File: config.mk
export PLATFORM = sky130hd
export DESIGN_NAME = algo_hash_upd_arb
export DESIGN_NICKNAME = d
export VERILOG_FILES = /design/src/rtl/algo_hash_pkg.sv /design/src/rtl/algo_hash_upd_cap.sv /design/src/rtl/algo_hash_upd_arb.sv
export SDC_FILE = /design/constraint.sdc
export NUM_CORES = 1
export LEC_CHECK = 0
export CORE_UTILIZATION = 46
export CTS_CLUSTER_SIZE = 16
export DETAILED_ROUTE_END_ITERATION = 7
export GPL_TIMING_DRIVEN = 0
export PLACE_DENSITY = 0.81
export SYNTH_ARGS = -nofsm -noshare
export SYNTH_HDL_FRONTEND = slang
export SYNTH_HIERARCHICAL = 1
export SYNTH_SLANG_ARGS = --single-unit
File: constraint.sdc
create_clock -name clk -period 2.38 [get_ports clk]
set_clock_uncertainty 0.15 [all_clocks]
set_input_delay 0.595 -clock clk [delete_from_list [all_inputs] [get_ports clk]]
set_output_delay 0.595 -clock clk [all_outputs]
set_load 0.02 [all_outputs]
File: src/rtl/algo_hash_pkg.sv
// Shared types for the hash engine update path: FSM states and request bundle.
package algo_hash_pkg;

  localparam int KYWIDTH = 32;
  localparam int DTWIDTH = 32;

  typedef enum logic [1:0] {
    S_INIT,
    S_IDLE,
    S_GAP
  } state_e;

  typedef struct packed {
    logic [KYWIDTH-1:0] key;
    logic [DTWIDTH-1:0] din;
    logic               del;
  } req_t;

endpackage

File: src/rtl/algo_hash_upd_cap.sv
// One-entry capture register with valid/ready intake and a grant clear.
module algo_hash_upd_cap
  import algo_hash_pkg::*;
#(
  parameter type T = req_t
) (
  input  logic clk,
  input  logic rst,
  input  logic vld_i,
  output logic rdy_o,
  input  T     req_i,
  input  logic clr_i,
  output logic full_o,
  output T     req_o
);

  logic full_q, full_d;
  T     req_q, req_d;

  assign rdy_o  = !full_q;
  assign full_o = full_q;
  assign req_o  = req_q;

  always_comb begin
    full_d = full_q;
    req_d  = req_q;
    if (clr_i) full_d = 1'b0;
    if (vld_i && !full_q) begin
      full_d = 1'b1;
      req_d  = req_i;
    end
  end

  always_ff @(posedge clk) begin
    if (!rst) begin
      full_q <= 1'b0;
      req_q  <= '0;
    end else begin
      full_q <= full_d;
      req_q  <= req_d;
    end
  end

endmodule

File: src/rtl/algo_hash_upd_arb.sv
// Round-robin update arbiter/pacer for the hash engine update port.
// Define HASH_UPD_ARB_STAT_EN to add issue and blocked-cycle counters.
module algo_hash_upd_arb #(
  parameter int KYWIDTH = 32,
  parameter int DTWIDTH = 32,
  parameter int UPGAP   = 2,
  parameter int BITGAP  = 4
) (
  input  logic               clk,
  input  logic               rst,
  input  logic               ready,
  input  logic               freeze,
  input  logic               up_bp,
  input  logic               r0_vld,
  output logic               r0_rdy,
  input  logic [KYWIDTH-1:0] r0_key,
  input  logic [DTWIDTH-1:0] r0_din,
  input  logic               r0_del,
  input  logic               r1_vld,
  output logic               r1_rdy,
  input  logic [KYWIDTH-1:0] r1_key,
  input  logic [DTWIDTH-1:0] r1_din,
  input  logic               r1_del,
  output logic               up_en,
  output logic [KYWIDTH-1:0] up_key,
  output logic [DTWIDTH-1:0] up_din,
  output logic               up_del,
  output logic               busy
`ifdef HASH_UPD_ARB_STAT_EN
  ,
  output logic [15:0]        st_r0cnt,
  output logic [15:0]        st_r1cnt,
  output logic [15:0]        st_blkcnt
`endif
);
  import algo_hash_pkg::*;

  typedef struct packed {
    logic [KYWIDTH-1:0] key;
    logic [DTWIDTH-1:0] din;
    logic               del;
  } upd_t;

  localparam logic [BITGAP-1:0] GAPLD =
    (UPGAP > 0) ? BITGAP'(UPGAP - 1) : '0;

  state_e            state_q, state_d;
  logic [BITGAP-1:0] gap_q, gap_d;
  logic              rr_q, rr_d;
  logic              upen_q, upen_d;
  upd_t              out_q, out_d;

  upd_t in0, in1, c0, c1;
  logic f0, f1, g0, g1;
  logic both, coll, pick, elig;

  assign in0 = {r0_key, r0_din, r0_del};
  assign in1 = {r1_key, r1_din, r1_del};

  algo_hash_upd_cap #(.T(upd_t)) u_cap0 (
    .clk    (clk),
    .rst    (rst),
    .vld_i  (r0_vld),
    .rdy_o  (r0_rdy),
    .req_i  (in0),
    .clr_i  (g0),
    .full_o (f0),
    .req_o  (c0)
  );

  algo_hash_upd_cap #(.T(upd_t)) u_cap1 (
    .clk    (clk),
    .rst    (rst),
    .vld_i  (r1_vld),
    .rdy_o  (r1_rdy),
    .req_i  (in1),
    .clr_i  (g1),
    .full_o (f1),
    .req_o  (c1)
  );

  assign both = f0 && f1;
  // A same-key insert/delete pair always issues the delete first.
  assign coll = both && (c0.key == c1.key) && (c0.del ^ c1.del);

  always_comb begin
    pick = f1;
    unique case (1'b1)
      coll:          pick = c1.del;
      both && !coll: pick = rr_q;
      default:       pick = f1;
    endcase
  end

  assign elig = (state_q == S_IDLE) && ready && !freeze
             && !up_bp && (f0 || f1);
  assign g0 = elig && !pick;
  assign g1 = elig && pick;

  always_comb begin
    state_d = state_q;
    gap_d   = gap_q;
    rr_d    = rr_q;
    upen_d  = 1'b0;
    out_d   = out_q;
    if (!ready) begin
      state_d = S_INIT;
      gap_d   = '0;
    end else begin
      unique case (state_q)
        S_INIT: state_d = S_IDLE;
        S_IDLE: begin
          if (elig) begin
            upen_d = 1'b1;
            out_d  = pick ? c1 : c0;
            if (both && !coll) rr_d = !rr_q;
            if (UPGAP > 0) begin
              state_d = S_GAP;
              gap_d   = GAPLD;
            end
          end
        end
        S_GAP: begin
          if (gap_q == '0) state_d = S_IDLE;
          else             gap_d   = gap_q - 1'b1;
        end
        default: state_d = S_INIT;
      endcase
    end
  end

  always_ff @(posedge clk) begin
    if (!rst) begin
      state_q <= S_INIT;
      gap_q   <= '0;
      rr_q    <= 1'b0;
      upen_q  <= 1'b0;
      out_q   <= '0;
    end else begin
      state_q <= state_d;
      gap_q   <= gap_d;
      rr_q    <= rr_d;
      upen_q  <= upen_d;
      out_q   <= out_d;
    end
  end

  assign up_en  = upen_q;
  assign up_key = out_q.key;
  assign up_din = out_q.din;
  assign up_del = out_q.del;
  assign busy   = f0 || f1 || (state_q == S_GAP);

`ifdef HASH_UPD_ARB_STAT_EN
  logic [15:0] r0cnt_q, r1cnt_q, blkcnt_q;
  logic        blk;

  assign blk = (state_q == S_IDLE) && ready && (f0 || f1)
            && (freeze || up_bp);

  always_ff @(posedge clk) begin
    if (!rst) begin
      r0cnt_q  <= '0;
      r1cnt_q  <= '0;
      blkcnt_q <= '0;
    end else begin
      if (g0 && r0cnt_q != 16'hFFFF) r0cnt_q <= r0cnt_q + 16'd1;
      if (g1 && r1cnt_q != 16'hFFFF) r1cnt_q <= r1cnt_q + 16'd1;
      if (blk && blkcnt_q != 16'hFFFF) blkcnt_q <= blkcnt_q + 16'd1;
    end
  end

  assign st_r0cnt  = r0cnt_q;
  assign st_r1cnt  = r1cnt_q;
  assign st_blkcnt = blkcnt_q;
`endif

endmodule

# After elaboration in Yosys (flattened, before gate mapping)
# Index checks and enable logic that the tools add are counted.
[word_totals]
regBits = 205
latch_bits = 0
mem_bits_rw = 0
romBits = 0
in_bits = 137
out_inout_bits = 69
memories = 0
[op_classes]
add_sub_neg = 1
n_mul = 0
div = 0
order_cmp = 0
eq_ne = 6
n_shift = 0
mux = 13
bitwise_logic = 1
reduce_logical = 32
[op_table]
columns = ["op", "count"]
rows = [
  ["$mux 65", 1],
  ["$eq 32x32->1", 1],
  ["$logic_and 1x1->1", 12],
  ["$reduce_and 3->1", 3],
  ["$mux 4", 2],
  ["$pmux 4 s2", 1],
  ["$logic_not 1->1", 7],
  ["$ne 2x2->1 const B", 3],
  ["$pmux 2 s3", 1],
  ["$reduce_bool 2->1", 3],
  ["$mux 1", 5],
  ["$logic_not 4->1", 1],
  ["$mux 2", 2],
  ["$reduce_and 2->1", 2],
  ["$reduce_and 4->1", 1],
  ["$sub 4x1->4 const B", 1],
  ["$eq 2x1->1 const B", 1],
  ["$eq 2x2->1 const B", 1],
  ["$logic_not 2->1", 1],
  ["$logic_or 1x1->1", 2],
  ["$pmux 1 s2", 1],
  ["$xor 1x1->1", 1],
]

# Logic depth before layout (Yosys ltp)
# Gate-level depths: netlist (run 1).
[depth]
word_depth = 10
mapped_depth = 11
depth_no_buf = 8

# Cells and area by module
# The synthesis (run 1) kept the hierarchy.
[modules_own_cells]
columns = ["module", "instances", "cells_per_inst", "area_each_um2", "seq_area_each_um2"]
rows = [
  ["algo_hash_upd_cap", 2, 287, 2677.6, 1321.3],
  ["algo_hash_upd_arb", 1, 491, 3824.9, 1461.4],
]

# Worst setup path after synthesis (run 1)
# Ideal clock, no wire load.
[synth_path]
kind = "reg2reg"
from = "register u_cap1.full_q, in the netlist u_cap1/full_o"
to = "register u_cap0.full_q, in the netlist u_cap0/full_o"
setup_ns = 0.117
t_arrival_ns = 2.339
required_time_ns = 2.113
path_slack_ns = -0.226
path_stages_with_launch = 12
path_cell_list = "dfxtp_1 -> buf_2 -> nand2_1 -> a2111oi_2 -> nand3_1 -> or4_1 -> o2111ai_1 -> buf_4 -> buf_4 -> and2_1 -> nand2_1 -> o211a_1"
[synth_via]
elab_chain_cells = 9
elab_cells_between_ends = 11
[synth_rtl]
columns = ["item", "line_no", "source"]
rows = [
  ["start, declared", "algo_hash_upd_cap.sv:17", "logic full_q, full_d;"],
  ["start signal, assigned", "algo_hash_upd_cap.sv:39", "full_q <= full_d;"],
  ["$logic_and 1x1->1", "algo_hash_upd_arb.sv:82", "assign both = f0 && f1;"],
  ["$logic_and 1x1->1 (2 in a row)", "algo_hash_upd_arb.sv:84", "assign coll = both && (c0.key == c1.key) && (c0.del ^ c1.del);"],
  ["$logic_not 1->1", "algo_hash_upd_arb.sv:90", "both && !coll: pick = rr_q;"],
  ["$logic_and 1x1->1", "algo_hash_upd_arb.sv:90", ""],
  ["$pmux 1 s2", "algo_hash_upd_arb.sv:88", "unique case (1'b1)"],
  ["$logic_not 1->1", "algo_hash_upd_arb.sv:97", "assign g0 = elig && !pick;"],
  ["$logic_and 1x1->1 *", "algo_hash_upd_arb.sv:97", ""],
  ["via g0", "algo_hash_upd_arb.sv:54", "logic f0, f1, g0, g1;"],
  ["$reduce_bool 2->1 (no source line) *", "-", ""],
  ["end signal, assigned", "algo_hash_upd_cap.sv:39", ""],
  ["end, declared", "algo_hash_upd_cap.sv:17", ""],
]
# The timed path passes the listed nets; every way through them passes the cells marked *.
# A chain may end at the register's enable or synchronous reset.

# Worst setup path after layout (run 1)
[layout_path]
from = "register u_cap0.req_q, in the netlist u_cap0/req_o[55]"
to = "register out_q, in the netlist up_key[18]"
[layout_via]
elab_chain_cells = 7
[layout_rtl]
columns = ["item", "line_no", "source"]
rows = [
  ["start, declared", "algo_hash_upd_cap.sv:18", "T req_q, req_d;"],
  ["start signal, assigned", "algo_hash_upd_cap.sv:40", "req_q <= req_d;"],
  ["$eq 32x32->1 *", "algo_hash_upd_arb.sv:84", ""],
  ["$logic_and 1x1->1 * (2 in a row)", "algo_hash_upd_arb.sv:84", ""],
  ["$logic_not 1->1", "algo_hash_upd_arb.sv:90", ""],
  ["$logic_and 1x1->1", "algo_hash_upd_arb.sv:90", ""],
  ["$pmux 1 s2 *", "algo_hash_upd_arb.sv:88", ""],
  ["$mux 65 *", "algo_hash_upd_arb.sv:115", "out_d = pick ? c1 : c0;"],
  ["end signal, assigned", "algo_hash_upd_arb.sv:144", "out_q <= out_d;"],
  ["end, declared", "algo_hash_upd_arb.sv:51", "upd_t out_q, out_d;"],
]
# Every way passes the cells marked *; elsewhere a longest branch is shown, timed or not.

==> results_dict.tcl, run 1 <==
set metrics [dict create \
    status "complete, but fails checks" \
    violations "setup timing" \
    grt_max_degree 14 \
    yosysUniqueCellTypes 41 \
    n_fill_cell 1312 \
    final_area_um2 14000 \
    drc_errors 0 \
    dp.cells 1534 \
    area_delta_synth_final_pct 53.0 \
    finalPower_w 0.00875 \
    layout_min_cycle_time_ns 2.69 \
    antennaDiodeCount 0 \
    drtPass1Iterations 7 \
    path_clk_slew_ns 0.07 \
    cts_num_sinks 205 \
    setup_viol 67 \
    fin_crit_sh 1.13 \
    slew_headroom 0.542 \
    ios 206 \
    root_buffer "clkbuf_16" \
    worstPathRequired_ns 2.61 \
    ys_async_sr_fraction 0 \
    yosysWarnings 6 \
    pwr_density_cell_nw_per_um2 623 \
    cts_buffers 22 \
    fin_nets 1490 \
    vias_per_cell 5.63 \
    rsz0062_at_grt "true" \
    synth_fp_nets 1204 \
    synthTopCellsByArea "dfxtp_1 (45%), mux2i_1 (14%), nand2_1 (11%)" \
    criticalPathCategory "reg -> reg" \
    place_ws_ns -1.48 \
    initial_core_util 0.470 \
    grt_pass1_wl_mm 47.5 \
    grt_usage 0.300 \
    startpoint_type "flip-flop" \
    multi_input_area_um2 5140 \
    placed_area_um2 11600 \
    cts_tree "built" \
    leakagePower_nw 5.84 \
    slowest_stage "or4_4" \
    post-dp-hpwl_mm 19.9 \
    die_x_um 143 \
    synth_edf_count 0 \
    crit_arrival_ns 2.92 \
    drt_iter0_drc 871 \
    synth_flop_cell "dfxtp_1" \
    worstMarginPinSlew_ns 0.688 \
    synth_top_area_share 0.447 \
    die-area_um2 20500 \
    fp.coreArea_um2 19500 \
    slew_violations 0 \
    worstSetupEndpointType "flip-flop" \
    ant_nets 0 \
    postSynthCellCount 1065 \
    avgRoutedWirePerCell_um 20.4 \
    fp.dieH_um 143 \
    crit_chain "xnor2_2 -> nand4_1 -> or3_4 -> or4_4 -> o2111ai_4 -> buf_12 -> buf_4 -> clkbuf_16 -> a221oi_2" \
    hold_violations 0 \
    drive_gt1_frac 0.219 \
    vdd_ir_drop_max_uv 455 \
    setup_slack_ns -0.307 \
    max_stage_delay_ns 0.54 \
    drv_cap 0 \
    gp_congestion 0.859 \
    path_max_fanout 7 \
    synth.largest_area_cell "dfxtp_1" \
    ys_seq_area_frac 0.447 \
    stdcell_count 1632 \
    antenna_found_initial 0 \
    hold_buffers 0 \
    grt_pass1_vias 8942 \
    portBuffers 204 \
    avgSynthCellArea_um2 8.62 \
    cts.path.max_buffers 3 \
    row_count 51 \
    grt_overflow 0 \
    min_path_type "reg -> reg" \
    h-tree-depth 1 \
    routed_wl_mm 33.3 \
    ys_seq_elements 205 \
    clkLatencyLatePin_ns 0.51 \
    regArea_um2 4160 \
    maxClockFrequency_mhz 372 \
    synth_area_um2 9180 \
    num_vias 9195 \
]
metal layers:
layer,track usage,part of all wire
met1,0.370,0.39
met2,0.518,0.48
met3,0.0476,0.078
met4,0.128,0.048
met5,0,0
cell usage after synthesis (11+ instances only):
cell        n
a221oi_1   64
buf_2      26
clkbuf_1   32
dfxtp_1   205
inv_1      71
mux2i_1   130
nand2_1   269
nor2_1     75
o21ai_0    67
xnor2_1    21
xor2_1     11
area by class of cell:
class | instances | share of cell area
Buffer | 80 | 0.0504
Clock buffer | 33 | 0.0494
Clock inverter | 7 | 0.00445
Inverter | 71 | 0.0190
Multi-Input combinational cell | 708 | 0.366
Sequential cell | 205 | 0.296
Tap cell | 265 | 0.0236
Timing Repair Buffer | 263 | 0.191
where the power goes:
group          leakage, nW  switching, W  internal, W  total [W]
registers             1.69      0.000164      0.00360    0.00376
logic                 3.78      0.000686     0.000742    0.00143
clock network        0.377       0.00144      0.00212    0.00356
sequential cells by signal (all words and copies together) (netlist names):
register,cells
u_cap1/full_o,1
u_cap0/full_o,1
state_q,2
up_del,1
up_en,1
u_cap0/req_o,65
rr_q,1
up_key,32
gap_q,4
u_cap1/req_o,65
up_din,32
logic make-up after synthesis:
family / after synthesis / synth area share
AND/OR/NAND/NOR: 398 / 0.180
AO/OA/AOI/OAI: 146 / 0.109
buffers and inverters: 152 / 0.0891
adder cells (fa/ha/maj): 2 / 0.00273
XOR/XNOR: 32 / 0.0305
flip-flops: 205 / 0.447
multiplexers: 130 / 0.142
timing repair:
item,4_1_cts,5_1_grt
cloned,8,2
setup endpoints to repair,71,71
resized for setup,160,82
pin swaps,47,41
setup buffers,39,18
final timing paths:
kind	end	slack, ns	cells after the start	from
min reg2reg	u_cap0/req_o[23]	0.31	2	u_cap0/req_o[23]
min	u_cap0/req_o[23]	0.31	2	u_cap0/req_o[23]
max	up_key[18]	-0.31	9	u_cap0/req_o[55]
max reg2reg	up_key[18]	-0.31	9	u_cap0/req_o[55]
cell usage in the layout, fill, tap and decap left out, drive strengths merged, types with 3 or more instances in the layout:
cell type      netlist  routed
buf                 49     109
nand3                3       3
o21ai               68      68
a21oi                7       7
clkbuf              32      63
nand2b               3       3
xnor2               21      21
nor2b               11      11
nand4                9       9
mux2i              130     130
clkdlybuf4s50        0     201
nor3                 8       8
clkinv               0       5
nor4                 8       8
nand2              269     269
nor2                75      75
xor2                11      11
inv                 71      71
a221oi              64      64
dfxtp              205     205
per-stage QoR:
stage	hold slack, ns	utilization	TNS (ns)
after global routing	0.317	0.719	-16.36
after floorplan	0.285	-	0
after CTS	0.307	0.698	-6.61
after detailed placement	0.299	0.593	-95.15
final	0.307	0.719	-14.03
after global placement	0.293	0.593	-97.05
critical path, delay by kind of cell, from the launching register on:
| family | cells | cell delay [ns] |
|---|---|---|
| and+or+nand+nor | 3 | 1.14 |
| AOI/OAI and AO/OA | 2 | 0.16 |
| buffers and inverters | 3 | 0.49 |
| xor gates and xnor gates | 1 | 0.17 |
| DFF | 1 | 0.44 |
(Power assumes the default switching activity.)
==> inputs of run 2 (changes only) <==
--- a/config.mk
+++ b/config.mk
@@ -5,6 +5,8 @@
 export SDC_FILE = /design/constraint.sdc
 export NUM_CORES = 1
 export LEC_CHECK = 0
+export CAP_MARGIN = 20
+export CORE_MARGIN = 5
 export CORE_UTILIZATION = 46
 export CTS_CLUSTER_SIZE = 16
 export DETAILED_ROUTE_END_ITERATION = 7
==> results_dict.tcl, run 2 (synthesized netlist as in run 1, its figures left out) <==
set metrics [dict create \
    layout_min_cycle_time_ns 2.75 \
    worstSetupEndpointType "flip-flop" \
    fp.coreArea_um2 19500 \
    hold_violations 0 \
    violations "setup timing" \
    grt_max_degree 14 \
    crit_arrival_ns 2.99 \
    status "complete, but fails checks" \
    fin_nets 1466 \
    h-tree-depth 1 \
    cts_num_sinks 205 \
    vdd_ir_drop_max_uv 411 \
    clkLatencyLatePin_ns 0.51 \
    min_path_type "reg -> reg" \
    worstMarginPinSlew_ns 0.623 \
    setup_viol 65 \
    vias_per_cell 5.51 \
    layout_commonest_cell "nand2_1" \
    startpoint "u_cap1/req_o[62]" \
    r2r-start "u_cap1/req_o[62]" \
    mostFrequentLayoutCells "nand2_1 (268), clkdlybuf4s50_1 (202), dfxtp_1 (185)" \
    drt_iter0_drc 658 \
    path_max_fanout 10 \
    drc_errors 0 \
    fin_crit_sh 1.15 \
    avgRoutedWirePerCell_um 19.7 \
    row_count 51 \
    whs_ns 0.306 \
    die_x_um 151 \
    ios 206 \
    hp-start "u_cap1/req_o[10]" \
    initial_core_util 0.470 \
    criticalPathCategory "reg -> reg" \
    num_vias 8862 \
    path_clk_slew_ns 0.06 \
    placed_area_um2 11600 \
    area_delta_synth_final_pct 45.9 \
    routed_wl_mm 31.7 \
    finalPower_w 0.00873 \
    drive_gt1_frac 0.171 \
    cts_tree "built" \
    slew_violations 0 \
    drv_cap 0 \
    grt_pass1_wl_mm 45.9 \
    rsz0062_at_grt "true" \
    cts_buffers 22 \
    maxClockFrequency_mhz 364 \
    gp_congestion 0.871 \
    grt_overflow 0 \
    portBuffers 204 \
    final_area_um2 13400 \
    hold_buffers 0 \
    worstPathRequired_ns 2.63 \
    place_ws_ns -1.42 \
    setup_slack_ns -0.366 \
    die-area_um2 22900 \
    leakagePower_nw 5.57 \
    post-dp-hpwl_mm 20.7 \
    drtPass1Iterations 5 \
    grt_pass1_vias 8925 \
    antennaDiodeCount 0 \
    grt_usage 0.252 \
    slew_headroom 0.585 \
    pwr_density_cell_nw_per_um2 652 \
    fp.dieH_um 151 \
    root_buffer "clkbuf_16" \
    antenna_found_initial 0 \
    ant_nets 0 \
    startpoint_type "flip-flop" \
    cts.path.max_buffers 3 \
]
==> run 2: changes by cell type in the layout (fill, tap and decap cells not counted), moves of 7 or more <==
cell,previous run,this run
xor2_1,2,10
a221oi_2,60,44
a221oi_1,0,20
dfxtp_1,174,185
dfxtp_2,26,17
xor2_2,8,1
buf_4,45,33
==> run 2: where the power goes <==
| group | internal, W | switching [W] |
|---|---|---|
| logic | 0.000686 | 0.000633 |
| clock network | 0.00224 | 0.00143 |
| registers | 0.00360 | 0.000148 |
| total | 0.00652 | 0.00221 |
==> run 2: worst paths after layout <==
path                            depth (start not counted)               end  slack, ns
worst max register to register                         10        up_key[20]      -0.37
worst max-delay path                                   10        up_key[20]      -0.37
worst min-delay path                                    2  u_cap1/req_o[10]       0.31
worst min register to register                          2  u_cap1/req_o[10]       0.31
==> run 2: layout make-up <==
| type | instances | area, um^2 |
|---|---|---|
| plain buffers | 80 | 658 |
| clock buffers | 30 | 652 |
| clock inverters | 9 | 120 |
| fillers | 1479 | 6130 |
| inverters | 71 | 267 |
| multi-input cells | 708 | 4820 |
| flip-flops and latches | 205 | 4140 |
| well taps | 265 | 332 |
| repair buffers | 239 | 2400 |
==> run 2: per-layer routing <==
metal	track usage	wire length, um	part of all wire
met4	0.106	1220	0.038
met3	0.0509	2880	0.091
met5	0	0	0
met1	0.317	12600	0.40
met2	0.419	15000	0.47
==> run 2: worst max-delay path: stages, from the launching register on <==
cell       delay, ns
dfxtp_1         0.35
xnor2_2         0.30
nor4bb_4        0.32
nand4_1         0.24
buf_4           0.20
o21bai_2        0.17
o2111ai_4       0.14
buf_8           0.18
buf_4           0.14
buf_12          0.14
a221oi_1        0.30
==> run 2: metrics by stage <==
step | utilization | cells | TNS [ns]
floorplan | - | 1065 | 0
global placement | 0.593 | 1534 | -93.49
detailed placement | 0.593 | 1534 | -89.39
CTS | 0.654 | 1594 | -9.94
global route | 0.686 | 1607 | -21.30
finish | 0.686 | 1607 | -17.65
==> run 2: what timing repair did <==
action                                  in CTS  in global routing
setup buffers                               21                 12
endpoints found under the setup margin      71                 69
cloned                                       1                  3
pin swaps                                   17                 24
resized for setup                           57                102
==> inputs of run 3 (changes only) <==
--- a/config.mk
+++ b/config.mk
@@ -12,6 +12,7 @@
 export DETAILED_ROUTE_END_ITERATION = 7
 export GPL_TIMING_DRIVEN = 0
 export PLACE_DENSITY = 0.81
+export SETUP_SLACK_MARGIN = 0.05
 export SYNTH_ARGS = -nofsm -noshare
 export SYNTH_HDL_FRONTEND = slang
 export SYNTH_HIERARCHICAL = 1
==> results_dict.tcl, run 3 (synthesized netlist as in run 1, its figures left out) <==
set metrics [dict create \
    status "complete, but fails checks" \
    violations "setup timing" \
    layout_commonest_cell "nand2_1" \
    vdd_ir_drop_max_uv 424 \
    switching_share 0.252 \
    slew_headroom 0.533 \
    root_buffer "clkbuf_16" \
    comb_power_share 0.159 \
    drv_cap 0 \
    seqPwrFrac 0.440 \
    slew_violations 0 \
    stdcell_count 1609 \
    portBuffers 204 \
    max_stage_delay_ns 0.54 \
    cts_buffers 22 \
    path_clk_slew_ns 0.06 \
    fp.dieH_um 151 \
    die-area_um2 22900 \
    crit_arrival_ns 3.03 \
    area_delta_synth_final_pct 46.1 \
    fin_nets 1470 \
    leakagePower_nw 5.56 \
    startpoint_type "flip-flop" \
    cts_tree "built" \
    drtPass1Iterations 5 \
    grt_pass1_wl_mm 46.7 \
    drc_errors 0 \
    min_path_type "reg -> reg" \
    clkLatencyLatePin_ns 0.51 \
    min_path_cells 2 \
    fin_crit_sh 1.18 \
    grt_pass1_vias 8957 \
    criticalPathCategory "reg -> reg" \
    layout_min_cycle_time_ns 2.80 \
    grt_usage 0.257 \
    finalPower_w 0.00852 \
    cts_num_sinks 205 \
    path_buf_inv 3 \
    p_int_w 0.00638 \
    hold_buffers 0 \
    crit_chain "xnor2_2 -> nand4_1 -> or3_4 -> or4_4 -> o2111ai_4 -> buf_6 -> buf_12 -> clkbuf_16 -> a221oi_2" \
    worstMarginPinSlew_ns 0.700 \
    ios 206 \
    critPathTopFamily "simple AND/OR/NAND/NOR gates" \
    maxClockFrequency_mhz 357 \
    n_fill_cell 1444 \
    setup_slack_ns -0.417 \
    antennaDiodeCount 0 \
    mostFrequentLayoutCells "nand2_1 (268), clkdlybuf4s50_1 (202), dfxtp_1 (185)" \
    drt_iter0_drc 625 \
    fin_util 0.687 \
    cp_num_cells 9 \
    hold_violations 0 \
    worstRegToRegCells 9 \
    routed_wl_mm 31.8 \
    dp.cells 1534 \
    h-tree-depth 1 \
    p_switching_w 0.00214 \
    vias_per_cell 5.58 \
    drive_gt1_frac 0.167 \
    worstSetupEndpointType "flip-flop" \
    post-dp-hpwl_mm 20.9 \
    ant_nets 0 \
    grt_max_degree 13 \
    initial_core_util 0.470 \
    clock_power_share 0.401 \
    row_count 51 \
    path_max_fanout 6 \
    rsz0062_at_grt "true" \
    grt_overflow 0 \
    setup_viol 65 \
    fp.coreArea_um2 19500 \
    antenna_found_initial 0 \
    cts.path.max_buffers 3 \
    pwr_density_cell_nw_per_um2 636 \
    num_vias 8971 \
    slowest_stage "or4_4" \
    die_x_um 151 \
    gp_congestion 0.884 \
    worstPathRequired_ns 2.61 \
    avgRoutedWirePerCell_um 19.8 \
]
run 3: area by class of cell:
class | instances | area [um^2] | area share
clock inverter | 2 | 60.1 | 0.00448
inverter | 71 | 267 | 0.0199
multi-input combinational | 708 | 4840 | 0.361
sequential | 205 | 4140 | 0.309
tap | 265 | 332 | 0.0247
timing repair buffer | 243 | 2440 | 0.182
buffer | 80 | 676 | 0.0504
clock buffer | 35 | 651 | 0.0485
run 3: routing by layer:
| metal | part of all wire | GRT usage |
|---|---|---|
| met5 | 0 | 0 |
| met4 | 0.055 | 0.136 |
| met3 | 0.087 | 0.0533 |
| met1 | 0.39 | 0.319 |
| met2 | 0.47 | 0.421 |
run 3: path summary, 6_finish.rpt:
kind / from / end / slack [ns]
worst min register to register: u_cap1/req_o[27] / u_cap1/req_o[27] / 0.30
worst max-delay path: u_cap0/req_o[54] / up_key[20] / -0.42
worst max register to register: u_cap0/req_o[54] / up_key[20] / -0.42
worst min-delay path: u_cap1/req_o[27] / u_cap1/req_o[27] / 0.30
run 3: what timing repair did:
item / CTS / global route
pin swaps: 34 / 35
endpoints found under the setup margin: 70 / 71
resized for setup: 85 / 84
setup buffers: 29 / 7
gates cloned: 1 / 2
run 3: metrics by stage:
stage | hold WS (ns) | TNS (ns) | instance area, um^2 | setup WS (ns)
6_report | 0.304 | -23.76 | 13400 | -0.417
5_1_grt | 0.323 | -24.20 | 13400 | -0.425
4_1_cts | 0.307 | -8.09 | 13000 | -0.199
3_5_place_dp | 0.298 | -71.95 | 11600 | -1.17
3_3_place_gp | 0.293 | -70.54 | 11600 | -1.14
2_1_floorplan | 0.285 | 0 | 9230 | 0.0125
run 3: power by group through the flow:
stage,combinational [W],sequential (W),clock [W]
6_report,0.00136,0.00375,0.00342
5_1_grt,0.00142,0.00376,0.00359
4_1_cts,0.00122,0.00373,0.00343
3_5_place_dp,0.00107,0.00379,0
3_3_place_gp,0.00105,0.00379,0
2_1_floorplan,0.000599,0.00378,0
run 3: worst reg2reg max path: stages (launching register included):
cell and delay [ns]:
dfxtp_1 0.35, xnor2_2 0.30, nand4_1 0.26, or3_4 0.42, or4_4 0.54, o2111ai_4 0.09, buf_6 0.17, buf_12 0.16
clkbuf_16 0.16, a221oi_2 0.06
